==> config.mk <==
export PLATFORM = sky130hd
export DESIGN_NAME = uart_tx_scheduler_flat
export DESIGN_NICKNAME = d
export VERILOG_FILES = /design/src/rtl/uart_sched_pkg.sv /design/src/rtl/uart_tx_scheduler_if.sv /design/src/rtl/uart_tx_scheduler_rr_arbiter.sv /design/src/rtl/uart_tx_scheduler.sv /design/src/flat_wrapper.sv
export SDC_FILE = /design/constraint.sdc
export NUM_CORES = 1
export LEC_CHECK = 0
export BUFFER_PORTS_ARGS = -buffer_cell sky130_fd_sc_hd__buf_2
export CORE_UTILIZATION = 39
export CTS_CLUSTER_SIZE = 10
export DETAILED_ROUTE_END_ITERATION = 10
export PLACE_DENSITY = 0.71
export RECOVER_POWER = 50
export SLEW_MARGIN = 20
export SYNTH_ARGS = -nofsm -noshare
export SYNTH_HDL_FRONTEND = slang
export SYNTH_HIERARCHICAL = 1
export SYNTH_SLANG_ARGS = --single-unit
==> constraint.sdc <==
create_clock -name i_Clock -period 3.8 [get_ports i_Clock]
set_input_delay 0.19 -clock i_Clock [delete_from_list [all_inputs] [get_ports i_Clock]]
set_output_delay 0.19 -clock i_Clock [all_outputs]
set_load 0.01 [all_outputs]
==> src/rtl/uart_sched_pkg.sv <==
// Shared types for the UART TX scheduler: FSM state encoding and the tag-byte builder
// used when UART_SCHED_TAG_EN is defined.
package uart_sched_pkg;

  localparam int STATE_W = 3;

  typedef enum logic [STATE_W-1:0] {
    ST_IDLE       = 3'd0,
    ST_LAUNCH     = 3'd1,
    ST_WAIT_DONE  = 3'd2,
    ST_LAUNCH_TAG = 3'd3,
    ST_WAIT_TAG   = 3'd4
  } state_e;

  // Tag announces which requester the following payload byte came from.
  function automatic logic [7:0] tag_byte(input logic [3:0] mark, input logic [2:0] id);
    return {mark, 1'b0, id};
  endfunction

endpackage

==> src/rtl/uart_tx_scheduler_if.sv <==
// Bus between byte producers / UART transmitter and the scheduler, plus FSM state for observation.
interface uart_tx_scheduler_if #(
  parameter int NUM_REQ = 4,
  parameter int ID_W    = 2
);
  import uart_sched_pkg::*;

  // Producer handshake: a byte moves when i_Req_Valid[k] & o_Req_Ready[k] on a rising edge;
  // valid and data hold until ready, ready is a one-cycle pulse and is not a promise to wait.
  logic [NUM_REQ-1:0]   i_Req_Valid;
  logic [NUM_REQ*8-1:0] i_Req_Data;
  logic [NUM_REQ-1:0]   o_Req_Ready;
  logic                 o_TX_DV;
  logic [7:0]           o_TX_Byte;
  logic                 i_TX_Active;
  logic                 i_TX_Done;
  logic                 o_Busy;
  logic [ID_W-1:0]      o_Grant_Id;
  logic [STATE_W-1:0]   o_State;

  modport master (
    output i_Req_Valid, i_Req_Data, i_TX_Active, i_TX_Done,
    input  o_Req_Ready, o_TX_DV, o_TX_Byte, o_Busy, o_Grant_Id, o_State
  );

  modport slave (
    input  i_Req_Valid, i_Req_Data, i_TX_Active, i_TX_Done,
    output o_Req_Ready, o_TX_DV, o_TX_Byte, o_Busy, o_Grant_Id, o_State
  );

endinterface

==> src/rtl/uart_tx_scheduler_rr_arbiter.sv <==
// Combinational round-robin pick: first requester at or after ptr, searching modulo NUM_REQ.
module rr_arbiter #(
  parameter int NUM_REQ = 4,
  parameter int ID_W    = 2
) (
  input  logic [NUM_REQ-1:0] req,
  input  logic [ID_W-1:0]    ptr,
  output logic [NUM_REQ-1:0] grant_oh,
  output logic [ID_W-1:0]    grant_idx,
  output logic               any
);

  int              idx;
  logic [ID_W-1:0] sel;

  // Walk from the farthest offset down so the nearest valid requester wins the last write.
  always_comb begin
    grant_idx = '0;
    any       = 1'b0;
    idx       = 0;
    sel       = '0;
    for (int i = NUM_REQ - 1; i >= 0; i--) begin
      idx = int'(ptr) + i;
      if (idx >= NUM_REQ) idx = idx - NUM_REQ;
      sel = ID_W'(idx);
      if (req[sel]) begin
        grant_idx = sel;
        any       = 1'b1;
      end
    end
    grant_oh = any ? (NUM_REQ'(1) << grant_idx) : '0;
  end

endmodule

==> src/rtl/uart_tx_scheduler.sv <==
// Round-robin scheduler sharing one UART transmitter among NUM_REQ byte producers.
// Define UART_SCHED_TAG_EN to precede every payload byte with a requester tag byte.
module uart_tx_scheduler
  import uart_sched_pkg::*;
#(
  parameter int NUM_REQ = 4,
  parameter int ID_W    = $clog2(NUM_REQ)
`ifdef UART_SCHED_TAG_EN
  , parameter logic [3:0] TAG_MARK = 4'hA
`endif
) (
  input  logic               i_Clock,
  input  logic               i_Rst_L,
  uart_tx_scheduler_if.slave bus
);

  state_e          state_q, state_d;
  logic [ID_W-1:0] ptr_q, ptr_d;
  logic [ID_W-1:0] grant_q, grant_d;
  logic [7:0]      tx_byte_q, tx_byte_d;
`ifdef UART_SCHED_TAG_EN
  logic [7:0]      data_q, data_d;
`endif

  logic [NUM_REQ-1:0] arb_oh;
  logic [ID_W-1:0]    arb_idx;
  logic               arb_any;
  logic [7:0]         req_byte;

  rr_arbiter #(.NUM_REQ(NUM_REQ), .ID_W(ID_W)) u_arb (
    .req       (bus.i_Req_Valid),
    .ptr       (ptr_q),
    .grant_oh  (arb_oh),
    .grant_idx (arb_idx),
    .any       (arb_any)
  );

  assign req_byte = bus.i_Req_Data[{arb_idx, 3'b000} +: 8];

  // Ready and the launch strobe are decoded from the registered state so that a byte
  // accepted in IDLE can launch on the very next cycle.
  always_comb begin
    state_d         = state_q;
    ptr_d           = ptr_q;
    grant_d         = grant_q;
    tx_byte_d       = tx_byte_q;
`ifdef UART_SCHED_TAG_EN
    data_d          = data_q;
`endif
    bus.o_Req_Ready = '0;
    bus.o_TX_DV     = 1'b0;
    case (state_q)
      ST_IDLE: begin
        if (arb_any && !i_Rst_L) begin
          bus.o_Req_Ready = arb_oh;
          grant_d         = arb_idx;
`ifdef UART_SCHED_TAG_EN
          data_d          = req_byte;
          tx_byte_d       = tag_byte(TAG_MARK, 3'(arb_idx));
          state_d         = ST_LAUNCH_TAG;
`else
          tx_byte_d       = req_byte;
          state_d         = ST_LAUNCH;
`endif
        end
      end
`ifdef UART_SCHED_TAG_EN
      ST_LAUNCH_TAG: begin
        if (!bus.i_TX_Active && !i_Rst_L) begin
          bus.o_TX_DV = 1'b1;
          state_d     = ST_WAIT_TAG;
        end
      end
      ST_WAIT_TAG: begin
        if (bus.i_TX_Done) begin
          tx_byte_d = data_q;
          state_d   = ST_LAUNCH;
        end
      end
`endif
      ST_LAUNCH: begin
        if (!bus.i_TX_Active && !i_Rst_L) begin
          bus.o_TX_DV = 1'b1;
          state_d     = ST_WAIT_DONE;
        end
      end
      ST_WAIT_DONE: begin
        if (bus.i_TX_Done) begin
          ptr_d   = (grant_q == ID_W'(NUM_REQ - 1)) ? '0 : grant_q + 1'b1;
          state_d = ST_IDLE;
        end
      end
      default: state_d = ST_IDLE;
    endcase
  end

  always_ff @(posedge i_Clock) begin
    if (i_Rst_L) begin
      state_q   <= ST_IDLE;
      ptr_q     <= '0;
      grant_q   <= '0;
      tx_byte_q <= '0;
`ifdef UART_SCHED_TAG_EN
      data_q    <= '0;
`endif
    end else begin
      state_q   <= state_d;
      ptr_q     <= ptr_d;
      grant_q   <= grant_d;
      tx_byte_q <= tx_byte_d;
`ifdef UART_SCHED_TAG_EN
      data_q    <= data_d;
`endif
    end
  end

  assign bus.o_TX_Byte  = tx_byte_q;
  assign bus.o_Grant_Id = grant_q;
  assign bus.o_Busy     = (state_q != ST_IDLE);
  assign bus.o_State    = state_q;

endmodule
==> src/flat_wrapper.sv <==
// flat-port wrapper written by rule: the top's interface ports become plain ports
module uart_tx_scheduler_flat import uart_sched_pkg::*;
#(
  parameter int NUM_REQ = 4,
  parameter int ID_W    = $clog2(NUM_REQ)

)
  (i_Clock, i_Rst_L, bus_i_Req_Valid, bus_i_Req_Data, bus_i_TX_Active, bus_i_TX_Done, bus_o_Req_Ready, bus_o_TX_DV, bus_o_TX_Byte, bus_o_Busy, bus_o_Grant_Id, bus_o_State);
  uart_tx_scheduler_if #(.NUM_REQ(NUM_REQ), .ID_W(ID_W)) bus_i ();
  input  logic i_Clock;
  input  logic i_Rst_L;
  input wire logic [$bits(bus_i.i_Req_Valid)-1:0] bus_i_Req_Valid;
  input wire logic [$bits(bus_i.i_Req_Data)-1:0] bus_i_Req_Data;
  input wire logic [$bits(bus_i.i_TX_Active)-1:0] bus_i_TX_Active;
  input wire logic [$bits(bus_i.i_TX_Done)-1:0] bus_i_TX_Done;
  output wire logic [$bits(bus_i.o_Req_Ready)-1:0] bus_o_Req_Ready;
  output wire logic [$bits(bus_i.o_TX_DV)-1:0] bus_o_TX_DV;
  output wire logic [$bits(bus_i.o_TX_Byte)-1:0] bus_o_TX_Byte;
  output wire logic [$bits(bus_i.o_Busy)-1:0] bus_o_Busy;
  output wire logic [$bits(bus_i.o_Grant_Id)-1:0] bus_o_Grant_Id;
  output wire logic [$bits(bus_i.o_State)-1:0] bus_o_State;
  assign bus_i.i_Req_Valid = bus_i_Req_Valid;
  assign bus_i.i_Req_Data = bus_i_Req_Data;
  assign bus_i.i_TX_Active = bus_i_TX_Active;
  assign bus_i.i_TX_Done = bus_i_TX_Done;
  assign bus_o_Req_Ready = bus_i.o_Req_Ready;
  assign bus_o_TX_DV = bus_i.o_TX_DV;
  assign bus_o_TX_Byte = bus_i.o_TX_Byte;
  assign bus_o_Busy = bus_i.o_Busy;
  assign bus_o_Grant_Id = bus_i.o_Grant_Id;
  assign bus_o_State = bus_i.o_State;
  uart_tx_scheduler #(.NUM_REQ(NUM_REQ), .ID_W(ID_W)) u_core (.i_Clock(i_Clock), .i_Rst_L(i_Rst_L), .bus(bus_i));
endmodule
Yosys cells after proc, flatten, opt, wreduce, memory -nomap -nowiden
Cells that the tools add are included.
Operators by class
  add/subtract/negate cells: 8
  $lt $le $gt $ge: 8
  eq/ne operators: 6
  shifts and indexed selects: 2
  multiplexer cells: 30
  reduce and logical (&&, ||, !) cells: 9
Operators by type and width (count)
  variable part select 32 x 6 -> 8 bit: 1
  2-to-1 mux 2 bit: 9
  < comparator 2 x 3 -> 1 bit (second input constant): 4
  2-to-1 mux 4 bit: 3
  2-to-1 mux 1 bit: 10
  >= comparator 3 bit (second input constant): 3
  2-to-1 mux 3 bit: 3
  case mux 3 bit (3 select lines): 1
  binary-select mux 1 bit (select 2 bit): 4
  subtractor 2 x 1 -> 2 bit (second input constant): 4
  adder 2 x 2 -> 3 bit (second input constant): 2
  != test 2 x 1 -> 1 bit (second input constant): 2
  AND reduction 2 bit: 2
  << shifter 1 x 2 -> 4 bit (first input constant): 1
  adder 2 x 1 -> 3 bit (second input constant): 1
  == test 3 x 1 -> 1 bit (second input constant): 1
  == test 3 x 2 -> 1 bit (second input constant): 1
  >= comparator 2 x 3 -> 1 bit (second input constant): 1
  zero test 3 bit: 1
  AND reduction 3 bit: 1
  nonzero test 3 bit: 1
  adder 2 x 1 -> 2 bit (second input constant): 1
  == test 2 bit (second input constant): 1
  logical AND 1 bit: 2
  2 further kinds: 3
Word-level totals
  bits in registers: 15
  output and inout port bits: 19
  logic and storage cells: 67

Depth between registers and ports, before layout
Gate-level depths: netlist of the first run.
  word-level depth: 13
  depth in mapped cells: 7
  depth with buffers taken out: 5

By module
Netlist of the first run, hierarchy kept.
Modules (own cells, without submodules)
  uart_tx_scheduler: times used 1, cells an instance 62, area an instance 772.0 sq um
  rr_arbiter: times used 1, cells an instance 29, area an instance 182.7 sq um

Worst setup path before layout of the first run
Ideal clock, no wire load.
  path type: reg-to-reg
  start point: register u_core.ptr_q[0]
  end point: register u_core.tx_byte_q[0], in the netlist u_core/bus.o_TX_Byte[0]
  setup time: 0.117 ns
  arrival time: 1.745 ns
  slack: 1.938 ns
  cell stages (with the launch flop): 7
  path buffers: 1
  period minus slack after synthesis: 1.862 ns
  path through: dfxtp_1 > nor2_1 > o21bai_1 > a221oi_2 > buf_6 > mux4_1 > a22o_1
On the way
  elaborated cells on any way between the ends: 34
  classes of those cells: 7 x add/sub; 4 x order compare; 1 x shift; 20 x mux; 2 x reduce/logical
RTL lines
  start, declared: RTL line uart_tx_scheduler.sv:18  | logic [ID_W-1:0] ptr_q, ptr_d;
  start signal, assigned: RTL line uart_tx_scheduler.sv:108  | ptr_q <= ptr_d;
  adder 2 x 2 -> 3 bit: RTL line uart_tx_scheduler_rr_arbiter.sv:23  | idx = int'(ptr) + i;
  >= comparator 3 bit / subtractor 2 x 1 -> 2 bit (equally long branches): RTL line uart_tx_scheduler_rr_arbiter.sv:24  | if (idx >= NUM_REQ) idx = idx - NUM_REQ;
  2-to-1 mux 2 bit: RTL line uart_tx_scheduler_rr_arbiter.sv:24
  binary-select mux 1 bit (select 2 bit): RTL line uart_tx_scheduler_rr_arbiter.sv:26  | if (req[sel]) begin
  2-to-1 mux 1 bit (not written as such): RTL line uart_tx_scheduler_rr_arbiter.sv:26
  2-to-1 mux 2 bit (3 in series): RTL line uart_tx_scheduler_rr_arbiter.sv:26
  2-to-1 mux 2 bit *: RTL line uart_tx_scheduler_rr_arbiter.sv:26
  net u_core.arb_idx[0]: RTL line uart_tx_scheduler.sv:26  | logic [ID_W-1:0] arb_idx;
  variable part select 32 x 6 -> 8 bit *: RTL line uart_tx_scheduler.sv:38  | assign req_byte = bus.i_Req_Data[{arb_idx, 3'b000} +: 8];
  end signal, assigned: RTL line uart_tx_scheduler.sv:110  | tx_byte_q <= tx_byte_d;
  end, declared: RTL line uart_tx_scheduler.sv:20  | logic [7:0] tx_byte_q, tx_byte_d;
The timed path passes the listed nets; every way through them passes the cells marked *. The select of a mux whose other input is x is not followed.
A chain may end at the register's enable or synchronous reset.

Worst setup path in the final report of the first run
Same ends and word-level chain as after synthesis.

==> load_flow_metrics.sql, run 1 <==
INSERT INTO impl_metrics (metric_group, metric, value, unit) VALUES
('logic_synthesis', 'synth.area.top_cells', 'dfxtp_1 29%, mux4_1 17%, a22o_1 7.3%', ''),
('finish', 'multi_input_area', '618', 'µm²'),
('routing', 'drt_first_pass_iters', '5', ''),
('clocking', 'cts.hold.buffers_added', '0', ''),
('global_route', 'grt_pass1_vias', '798', ''),
('worst_setup_path', 'crit_path_cell_trace', 'nor2_1 -> o21bai_1 -> a221oi_2 -> mux4_1 -> a22o_1', ''),
('finish', 'post_route_cells_drive_above_1_share', '0.379', ''),
('finish', 'commonest_cells_after_routing_fill_and_taps_aside', '45 x buf_2, 14 x dfxtp_1, 12 x clkbuf_1', ''),
('finish', 'antennaDiodeCount', '0', ''),
('worst_setup_path', 'wp_data_arrival', '2.72', 'ns'),
('floorplanning', 'core', '2250', 'µm²'),
('timing', 'timing_worst_slew_pin_value', '0.972', 'ns'),
('logic_synthesis', 'synthArstFlopShare', '0', ''),
('timing', 'achievable-frequency', '0.395', 'GHz'),
('worst_setup_path', 'worst_path_max_delay_cell', 'a221oi_2', ''),
('logic_synthesis', 'synth.ff_latch_count', '14', ''),
('clocking', 'cts_resized', '0', ''),
('power', 'power-per-cell-area', '309', 'nW/µm²'),
('logic_synthesis', 'distinct_cell_type_count_of_the_synthesized_netlist', '35', ''),
('worst_setup_path', 'critical-path-max-stage-delay', '0.83', 'ns'),
('clocking', 'cts_tree', 'yes', ''),
('finish', 'finalCoreUtilization', '0.552', ''),
('global_route', 'grt_pass1_wl', '3550', 'µm'),
('clocking', 'cts-root-buf', 'clkbuf_4', ''),
('logic_synthesis', 'yosys.area.top_type', 'dfxtp_1', ''),
('global_route', 'grt.met3_usage', '0.0655', ''),
('timing', 'final.setup_skew', '0.00607', 'ns'),
('finish', 'fillers', '230', ''),
('run_status', 'run_status', 'complete, no violations', ''),
('worst_setup_path', 'timing.critical_path.to_type', 'register', ''),
('global_route', 'gr-usage-met1', '0.223', ''),
('clocking', 'post_cts_clock_slew_at_the_launch_and_capture_registers_of_the_worst_setup_and_hold_paths', '0.09', 'ns'),
('floorplanning', 'floorplan.io_pins', '59', ''),
('timing', 'finalCriticalPeriod', '2.53', 'ns'),
('routing', 'drtAntennaViolNets', '0', ''),
('routing', 'route.detailed.wl_per_inst', '13.6', 'µm'),
('logic_synthesis', 'synth-edff-count', '0', ''),
('logic_synthesis', 'synth_area', '955', 'µm²'),
('floorplanning', 'die_area', '2650', 'µm²'),
('flow_run', 'cap_viol_max_count', '0', ''),
('routing', 'drcViolationCount', '0', ''),
('global_route', 'grt.total_usage', '0.185', ''),
('floorplanning', 'die_width', '51.5', 'µm'),
('routing', 'routed_wl', '2350', 'µm'),
('logic_synthesis', 'synth_top_flop_cell', 'dfxtp_1', ''),
('timing', 'fin_setup_tns', '0', 'ns'),
('logic_synthesis', 'synthDominantCellAreaShare', '0.294', ''),
('clocking', 'ctsLongestPathBuffers', '2', ''),
('timing', 'post-route-worst-setup-slack', '1.27', 'ns'),
('clocking', 'cts_inserted_buffers', '3', ''),
('worst_setup_path', 'criticalPathCategory', 'reg -> reg', ''),
('place', 'cell_area_placed', '1220', 'µm²'),
('routing', 'drt-initial-drc-count', '17', ''),
('logic_synthesis', 'syn_avg_cell_area', '10.5', 'µm²'),
('floorplanning', 'effective_utilization_at_floorplan', '0.423', ''),
('timing', 'timing.final.setup_violations', '0', ''),
('floorplanning', 'die_height', '51.5', 'µm'),
('logic_synthesis', 'ys_seq_area_frac', '0.294', ''),
('place', 'detailed_place_hpwl', '1790', 'µm'),
('worst_setup_path', 'timing.critical_path.required', '3.99', 'ns'),
('logic_synthesis', 'synthesis.yosys.warnings', '6', ''),
('global_route', 'grt_max_degree', '13', ''),
('finish', 'final_area', '1240', 'µm²'),
('global_route', 'use_met2', '0.301', ''),
('logic_synthesis', 'post_synth_inst_count', '91', ''),
('place', 'dp_slack', '1.30', 'ns'),
('timing', 'hold_violations', '0', ''),
('place', 'port_buffers', '57', ''),
('global_route', 'grt_overflow', '0', ''),
('global_route', 'gr-max-usage-layer', 'met2', ''),
('timing', 'final_min_period_over_clock_period', '0.667', '');
==> worst max-delay path: cells and delay by family, from the launching register on <==
family	cells	cell delay (ns)
mux	1	0.66
simple gates	1	0.10
flops	1	0.48
compound gates	3	1.21
==> metrics by stage <==
step                      std cells  total power, µW  hold slack (ns)
after global placement          169              279            0.456
after floorplan                  91              243            0.385
final                           173              384            0.176
after global routing            173              408            0.182
after CTS                       173              390            0.169
after detailed placement        169              282            0.462
==> synthesized netlist by cell type, drive strengths merged (2+ instances only) <==
master  instances
buf             5
mux4            8
nand2           3
and2            4
dfxtp          14
clkbuf          2
mux2i           4
a22o            8
nor3b           2
a21oi           5
nor3            3
nand2b          2
nor2           11
nor2b           2
==> state kept, by name, indices dropped and copies added (netlist names) <==
| name | count |
|---|---|
| u_core/bus.o_TX_Byte | 8 |
| u_core/bus.o_Grant_Id | 2 |
| u_core/bus.o_State | 2 |
| u_core/ptr_q | 2 |
==> per-layer routing <==
| metal | vias to the layer above | share of wire |
|---|---|---|
| met3 | 2 | 0.060 |
| li1 | 454 | - |
| met4 | 0 | 0.0047 |
| met5 | - | 0 |
| met2 | 26 | 0.50 |
| met1 | 416 | 0.43 |
==> kinds of logic (layout without fill, tap and decap cells) <==
group                      Yosys count  count (layout)  synth area share
DFF                                 14              14             0.294
buffers and inverters                8              62            0.0590
AOI/OAI and AO/OA                   22              22             0.181
and+or+nand+nor                     33              33             0.195
adders and majority gates            1               1            0.0131
muxes                               12              12             0.254
other                                1               1           0.00393
==> report_power, final <==
group,switching (µW),internal (µW)
combinational,48.5,56.6
sequential,10.5,160
clock,50.6,58.3
total,110,275
==> area by class of cell <==
type / count / share of cell area
inverters: 1 / 0.00302
flip-flops and latches: 14 / 0.225
multi-input cells: 69 / 0.497
repair buffers: 57 / 0.217
clock buffers: 4 / 0.0292
well taps: 28 / 0.0282
==> worst paths after layout <==
path | startpoint | end | slack, ns | depth (start not counted)
setup / recovery | u_core/ptr_q[0] | u_core/bus.o_TX_Byte[0] | 1.27 | 5
setup reg to reg | u_core/ptr_q[0] | u_core/bus.o_TX_Byte[0] | 1.27 | 5
hold reg to reg | u_core/bus.o_TX_Byte[4] | u_core/bus.o_TX_Byte[4] | 0.49 | 1
hold / removal | i_Rst_L | u_core/ptr_q[0] | 0.18 | 2
(Power assumes the default switching activity.)
==> inputs of run 2 (changes only) <==
Settings changed: ABC_AREA set to 1, PLACE_DENSITY 0.71 to 0.65.
Clock period 3.8 ns to 2.4 ns, I/O delays scaled along.
==> load_flow_metrics.sql, run 2 <==
INSERT INTO impl_metrics (metric_group, metric, value, unit) VALUES
('run_status', 'run_status', 'complete, no violations', ''),
('logic_synthesis', 'synthDominantCellAreaShare', '0.231', ''),
('clocking', 'clk_sinks', '14', ''),
('logic_synthesis', 'syn_avg_cell_area', '5.52', 'µm²'),
('logic_synthesis', 'synth_top_flop_cell', 'dfxtp_1', ''),
('worst_setup_path', 'timing.critical_path.buf_inv', '3', ''),
('place', 'port_buffers', '57', ''),
('global_route', 'grt_max_degree', '20', ''),
('place', 'detailed_place_hpwl', '2310', 'µm'),
('worst_setup_path', 'worst_path_max_delay_cell', 'dfxtp_2', ''),
('finish', 'antennaDiodeCount', '0', ''),
('clocking', 'cts_inserted_buffers', '3', ''),
('power', 'power-per-cell-area', '448', 'nW/µm²'),
('timing', 'finalCriticalPeriod', '2.05', 'ns'),
('global_route', 'grt_overflow', '0', ''),
('place', 'cell_area_placed', '1590', 'µm²'),
('floorplanning', 'floorplan.io_pins', '59', ''),
('timing', 'hold_violations', '0', ''),
('floorplanning', 'core', '3100', 'µm²'),
('worst_setup_path', 'critical-path-max-stage-delay', '0.47', 'ns'),
('finish', 'finalNetCount', '333', ''),
('logic_synthesis', 'syn-num-nets', '277', ''),
('clocking', 'ctsLongestPathBuffers', '2', ''),
('worst_setup_path', 'crit_path_cell_trace', 'nand2_1 -> nand2_2 -> nand2_2 -> nand2_2 -> inv_2 -> nand3_1 -> nand3_2 -> nor2_2 -> inv_1 -> nor2_1 -> buf_2', ''),
('worst_setup_path', 'path_common_cell', 'nand2_2', ''),
('logic_synthesis', 'synth-edff-count', '0', ''),
('clocking', 'post_cts_clock_slew_at_the_launch_and_capture_registers_of_the_worst_setup_and_hold_paths', '0.08', 'ns'),
('worst_setup_path', 'criticalPathCategory', 'reg -> out', ''),
('finish', 'area.growth.synth_to_final', '22.7', '%'),
('logic_synthesis', 'synth_area', '1300', 'µm²'),
('global_route', 'grt.met3_usage', '0.0433', ''),
('logic_synthesis', 'synth.cells.most_frequent', '80 x nand2_1, 48 x inv_1, 31 x nand3_1', ''),
('routing', 'drtAntennaViolNets', '0', ''),
('finish', 'most_common_cell_after_layout_fill_and_taps_aside', 'nand2_1', ''),
('clocking', 'cts-root-buf', 'clkbuf_4', ''),
('finish', 'commonest_cells_after_routing_fill_and_taps_aside', '80 x nand2_1, 48 x inv_1, 44 x buf_2', ''),
('flow_run', 'cap_viol_max_count', '0', ''),
('global_route', 'use_met2', '0.281', ''),
('logic_synthesis', 'post_synth_inst_count', '236', ''),
('timing', 'final.setup_skew', '0.000652', 'ns'),
('routing', 'route.detailed.wl_per_inst', '8.38', 'µm'),
('worst_setup_path', 'wp_data_arrival', '1.93', 'ns'),
('logic_synthesis', 'yosys.area.top_type', 'nand2_1', ''),
('logic_synthesis', 'synth.ff_latch_count', '14', ''),
('min_path', 'worstHoldPathType', 'in -> reg', ''),
('logic_synthesis', 'distinct_cell_type_count_of_the_synthesized_netlist', '22', ''),
('floorplanning', 'die_height', '59.8', 'µm'),
('timing', 'worst_hold_slack', '0.0789', 'ns'),
('routing', 'drt_first_pass_iters', '4', ''),
('floorplanning', 'die_width', '59.8', 'µm'),
('worst_setup_path', 'cp_max_fo', '10', ''),
('routing', 'via_per_inst', '4.40', ''),
('power', 'p_leak', '0.000992', 'µW'),
('worst_setup_path', 'cp_top_family', 'simple AND/OR/NAND/NOR gates', ''),
('logic_synthesis', 'ys_seq_area_frac', '0.215', ''),
('worst_setup_path', 'timing.critical_path.to_type', 'output port', ''),
('finish', 'post_route_cells_drive_above_1_share', '0.276', ''),
('floorplanning', 'num_rows', '20', ''),
('finish', 'flip_flop_count_of_the_largest_register_after_layout', '8', ''),
('power', 'power.total', '716', 'µW'),
('timing', 'timing.final.setup_violations', '0', ''),
('timing', 'report.final.slew_viol_count', '0', ''),
('routing', 'drt-initial-drc-count', '39', ''),
('global_route', 'gr-max-usage-layer', 'met2', ''),
('global_route', 'gr-usage-met1', '0.242', ''),
('logic_synthesis', 'synthMostInstantiatedCell', 'nand2_1', ''),
('floorplanning', 'die_area', '3570', 'µm²'),
('global_route', 'grt_pass1_vias', '1238', ''),
('worst_setup_path', 'setup.worst_path.start_class', 'register', ''),
('clocking', 'worstSkewPairLatency', '0.27', 'ns'),
('global_route', 'grt.total_usage', '0.175', ''),
('logic_synthesis', 'synthesis.yosys.warnings', '6', ''),
('global_route', 'grt_antenna_before_repair', '0', ''),
('logic_synthesis', 'synthArstFlopShare', '0', ''),
('routing', 'via_count', '1470', ''),
('clocking', 'cts_tree', 'yes', ''),
('timing', 'rsz_0062_raised_after_global_routing', 'no', ''),
('power', 'ir_worst_vdd', '0.313', 'mV'),
('clocking', 'cts.htree.levels', '1', ''),
('timing', 'achievable-frequency', '0.488', 'GHz'),
('logic_synthesis', 'synth.area.top_cells', 'nand2_1 23%, dfxtp_1 22%, inv_1 14%', ''),
('timing', 'fin_setup_tns', '0', 'ns'),
('routing', 'routed_wl', '2800', 'µm'),
('worst_setup_path', 'timing.critical_path.required', '2.28', 'ns'),
('floorplanning', 'effective_utilization_at_floorplan', '0.420', ''),
('routing', 'drcViolationCount', '0', ''),
('global_route', 'grt_pass1_wl', '4990', 'µm'),
('timing', 'final_min_period_over_clock_period', '0.854', ''),
('finish', 'final_area', '1600', 'µm²'),
('place', 'gp_routability_congestion', '0.822', '');
==> run 2: layer usage <==
metal  vias to the layer above  routed length, µm
li1                        804                  -
met2                        45               1280
met4                         0                 11
met3                         2                166
met1                       619               1340
met5                         -                  0
==> run 2: what timing repair did <==
action | 4_1_cts | 5_1_grt
setup buffers | 0 | 0
hold buffers | 0 | 0
setup endpoints to repair | 0 | 10
resized for setup | 0 | 2
==> run 2: final timing paths <==
check,from,to,slack (ns),cells past startpoint
setup / recovery,u_core/ptr_q[0],bus_o_Req_Ready[2],0.35,11
hold / removal,bus_i_TX_Done,u_core/bus.o_State[1],0.08,2
setup reg to reg,u_core/ptr_q[1],u_core/bus.o_TX_Byte[6],0.52,15
hold reg to reg,u_core/bus.o_TX_Byte[4],u_core/bus.o_TX_Byte[4],0.47,2
==> run 2: cell families (layout without fill, tap and decap cells) <==
group | Yosys count | in the layout | share of synthesized area
AOI/OAI and AO/OA | 9 | 9 | 0.0394
adders and majority gates | 1 | 1 | 0.00960
other | 1 | 1 | 0.00288
and+or+nand+nor | 148 | 148 | 0.510
DFF | 14 | 14 | 0.215
buffers and inverters | 63 | 117 | 0.223
==> run 2: power breakdown <==
| part | total (µW) | switching [µW] | internal (µW) |
|---|---|---|---|
| Combinational | 309 | 190 | 119 |
| Sequential | 282 | 20.8 | 261 |
| Clock | 126 | 67.5 | 58.0 |
==> run 2: area by class of cell <==
class	instances	area, µm²
sequential	14	282
multi-input combinational	159	737
clock buffer	3	22.5
inverter	54	210
timing repair buffer	60	292
fill	368	1510
tap	44	55.1
==> run 2: worst reg2reg max path, cell delays in order (launching register included) <==
cell	delay [ns]
dfxtp_1	0.41
inv_1	0.11
nand2_1	0.09
nand2_2	0.06
nand2_2	0.07
nand2_2	0.08
nor2_1	0.10
nor2_1	0.05
nand2_2	0.13
nand2_4	0.16
inv_4	0.19
nand2_1	0.08
nand3_1	0.07
nand2_1	0.07
nand2_1	0.05
nand2_1	0.04
==> run 2: stage by stage <==
step                setup WS (ns)  cells  utilization
detailed placement          0.246    331        0.511
global route                0.106    334        0.515
CTS                        0.0889    334        0.518
floorplan                   0.700    236            -
finish                      0.350    334        0.515
global placement            0.287    331        0.511
==> inputs of run 3 (changes only) <==
Settings changed: CORE_UTILIZATION 39 to 47, PLACE_DENSITY 0.65 to unset, PLACE_DENSITY_LB_ADDON set to 0.2.
==> load_flow_metrics.sql, run 3 (synthesis results as in run 2) <==
INSERT INTO impl_metrics (metric_group, metric, value, unit) VALUES
('finish', 'area.growth.synth_to_final', '21.9', '%'),
('clocking', 'cts.repair_timing.setup_buffer_count', '0', ''),
('worst_setup_path', 'worst_path_max_delay_cell', 'dfxtp_1', ''),
('routing', 'via_per_inst', '4.67', ''),
('finish', 'finalNetCount', '332', ''),
('finish', 'post_route_cells_drive_above_1_share', '0.276', ''),
('floorplanning', 'core', '2540', 'µm²'),
('routing', 'routed_wl', '2960', 'µm'),
('timing', 'final_min_period_over_clock_period', '0.893', ''),
('routing', 'route.met2.wl', '1500', 'µm'),
('worst_setup_path', 'cp_top_family', 'simple AND/OR/NAND/NOR gates', ''),
('timing', 'achievable-frequency', '0.466', 'GHz'),
('worst_setup_path', 'setup.worst_path.start_class', 'register', ''),
('routing', 'drt_first_pass_iters', '4', ''),
('place', 'detailed_place_hpwl', '2360', 'µm'),
('min_path', 'worstHoldStart', 'bus_i_TX_Done', ''),
('worst_setup_path', 'path_common_cell', 'nand2_1', ''),
('routing', 'via_count', '1495', ''),
('routing', 'met3WireLength', '178', 'µm'),
('routing', 'top_layer_used', 'met3', ''),
('clocking', 'clk_sinks', '14', ''),
('power', 'power-per-cell-area', '479', 'nW/µm²'),
('clocking', 'cts.htree.levels', '1', ''),
('finish', 'commonest_cells_after_routing_fill_and_taps_aside', '80 x nand2_1, 49 x inv_1, 45 x buf_2', ''),
('power', 'p_leak', '0.000997', 'µW'),
('flow_run', 'cap_viol_max_count', '0', ''),
('floorplanning', 'die_width', '54.6', 'µm'),
('timing', 'timing.final.setup_violations', '0', ''),
('global_route', 'grt.total_usage', '0.206', ''),
('clocking', 'worstSkewPairLatency', '0.28', 'ns'),
('floorplanning', 'floorplan.io_pins', '59', ''),
('worst_setup_path', 'critical-path-max-stage-delay', '0.45', 'ns'),
('worst_setup_path', 'r2r.worst_path.cells', '13', ''),
('routing', 'route.detailed.wl_per_inst', '9.24', 'µm'),
('clocking', 'cts-root-buf', 'clkbuf_4', ''),
('worst_setup_path', 'reg2reg_setup_slack', '0.47', 'ns'),
('power', 'p_sw_frac', '0.380', ''),
('clocking', 'ctsLongestPathBuffers', '2', ''),
('worst_setup_path', 'criticalPathCategory', 'reg -> out', ''),
('timing', 'fin_setup_tns', '0', 'ns'),
('clocking', 'cts_inserted_buffers', '3', ''),
('floorplanning', 'die_area', '2990', 'µm²'),
('timing', 'post-route-worst-setup-slack', '0.256', 'ns'),
('floorplanning', 'num_rows', '18', ''),
('finish', 'most_common_cell_after_layout_fill_and_taps_aside', 'nand2_1', ''),
('routing', 'drt-initial-drc-count', '22', ''),
('worst_setup_path', 'timing.critical_path.to_type', 'output port', ''),
('worst_setup_path', 'timing.critical_path.buf_inv', '4', ''),
('timing', 'report.final.slew_viol_count', '0', ''),
('worst_setup_path', 'reg2reg_to', 'u_core/bus.o_TX_Byte[7]', ''),
('timing', 'final.setup_skew', '0.00366', 'ns'),
('power', 'ir_worst_vdd', '0.399', 'mV'),
('global_route', 'grt_pass1_wl', '4490', 'µm'),
('worst_setup_path', 'cp_max_fo', '12', ''),
('global_route', 'grt_pass1_vias', '1151', ''),
('timing', 'finalCriticalPeriod', '2.14', 'ns'),
('clocking', 'post_cts_clock_slew_at_the_launch_and_capture_registers_of_the_worst_setup_and_hold_paths', '0.08', 'ns'),
('routing', 'routed_metal_1_wirelength', '1280', 'µm'),
('min_path', 'timing.hold.worst_path_depth', '2', ''),
('finish', 'antennaDiodeCount', '0', ''),
('finish', 'flip_flop_count_of_the_largest_register_after_layout', '8', ''),
('worst_setup_path', 'r2r-start', 'u_core/ptr_q[1]', ''),
('worst_setup_path', 'timing.critical_path.required', '2.28', 'ns'),
('worst_setup_path', 'crit_path_cell_trace', 'inv_1 -> nand2_1 -> nand2_2 -> nand2_1 -> nand2_1 -> nand3_1 -> nand2_1 -> nand2_2 -> inv_1 -> a21oi_1 -> inv_1 -> nor2_1 -> buf_2', ''),
('place', 'dp_slack', '0.291', 'ns'),
('timing', 'rsz_0062_raised_after_global_routing', 'no', ''),
('min_path', 'worstHoldPathType', 'in -> reg', ''),
('place', 'gp_routability_congestion', '0.771', ''),
('floorplanning', 'die_height', '54.6', 'µm'),
('power', 'p_int', '471', 'µW'),
('routing', 'drcViolationCount', '0', ''),
('run_status', 'run_status', 'complete, no violations', ''),
('global_route', 'grt_overflow', '0', ''),
('global_route', 'grt_antenna_before_repair', '0', ''),
('min_path', 'hold-path-endpoint', 'u_core/bus.o_State[1]', ''),
('power', 'total_switching_power', '289', 'µW'),
('timing', 'hold_violations', '0', ''),
('power', 'p_seq_frac', '0.369', ''),
('clocking', 'cts_tree', 'yes', ''),
('worst_setup_path', 'wp_data_arrival', '2.02', 'ns'),
('power', 'clkPwrFrac', '0.221', ''),
('floorplanning', 'effective_utilization_at_floorplan', '0.512', ''),
('power', 'combinationalPowerShare', '0.409', ''),
('routing', 'drtAntennaViolNets', '0', ''),
('place', 'port_buffers', '57', ''),
('global_route', 'grt_max_degree', '20', '');
==> run 3: cell counts in the layout (fill, tap and decap cells not counted) <==
Identical to the previous run, type by type.
==> run 3: layer usage <==
layer / up-vias / track usage
met4: 0 / 0.0256
met5: - / 0
li1: 802 / -
met1: 641 / 0.239
met3: 0 / 0.0528
met2: 52 / 0.382
==> run 3: worst max-delay path by stage <==
stage | start | to | slack [ns] | cells after the start
after floorplan | u_core/ptr_q[0] | u_core/bus.o_TX_Byte[0] | 0.70 | 18
after global placement | u_core/ptr_q[0] | u_core/bus.o_TX_Byte[4] | 0.31 | 15
after detailed placement | u_core/ptr_q[0] | u_core/bus.o_TX_Byte[7] | 0.29 | 15
after CTS | u_core/ptr_q[0] | bus_o_Req_Ready[2] | 0.11 | 13
after global routing | u_core/ptr_q[1] | bus_o_Req_Ready[1] | 0.09 | 13
final | u_core/ptr_q[1] | bus_o_Req_Ready[1] | 0.26 | 13
==> run 3: per-stage QoR <==
step | total power [µW] | util | std cells | hold WS [ns] | area, µm²
floorplan | 518 | - | 236 | 0.220 | 1300
global placement | 601 | 0.613 | 316 | 0.358 | 1560
detailed placement | 602 | 0.613 | 316 | 0.359 | 1560
CTS | 775 | 0.627 | 320 | 0.0496 | 1600
global route | 825 | 0.624 | 320 | 0.0596 | 1590
finish | 760 | 0.624 | 320 | 0.0615 | 1590
==> run 3: repair_timing <==
action,CTS,global route
hold buffers,0,0
gates resized for setup,0,2
setup endpoints to repair,0,1
==> run 3: power groups by stage <==
| stage | clock network [µW] | registers [µW] | logic (µW) |
|---|---|---|---|
| 3_5_place_dp | 0 | 285 | 317 |
| 3_3_place_gp | 0 | 286 | 316 |
| 2_1_floorplan | 0 | 296 | 221 |
| 4_1_cts | 176 | 280 | 319 |
| 6_report | 168 | 281 | 311 |
| 5_1_grt | 187 | 284 | 353 |
==> run 3: final cells by class <==
class	count	area [µm²]
fill	283	957
multi-input combinational	159	737
timing repair buffer	59	285
sequential	14	282
inverter	54	210
tap	30	37.5
clock buffer	4	36.3
==> run 3: worst reg2reg max path: cells and delay by family (launching register included) <==
kind	cells	cell delay [ns]
and+or+nand+nor	10	0.76
buffers and inverters	3	0.62
DFF	1	0.45
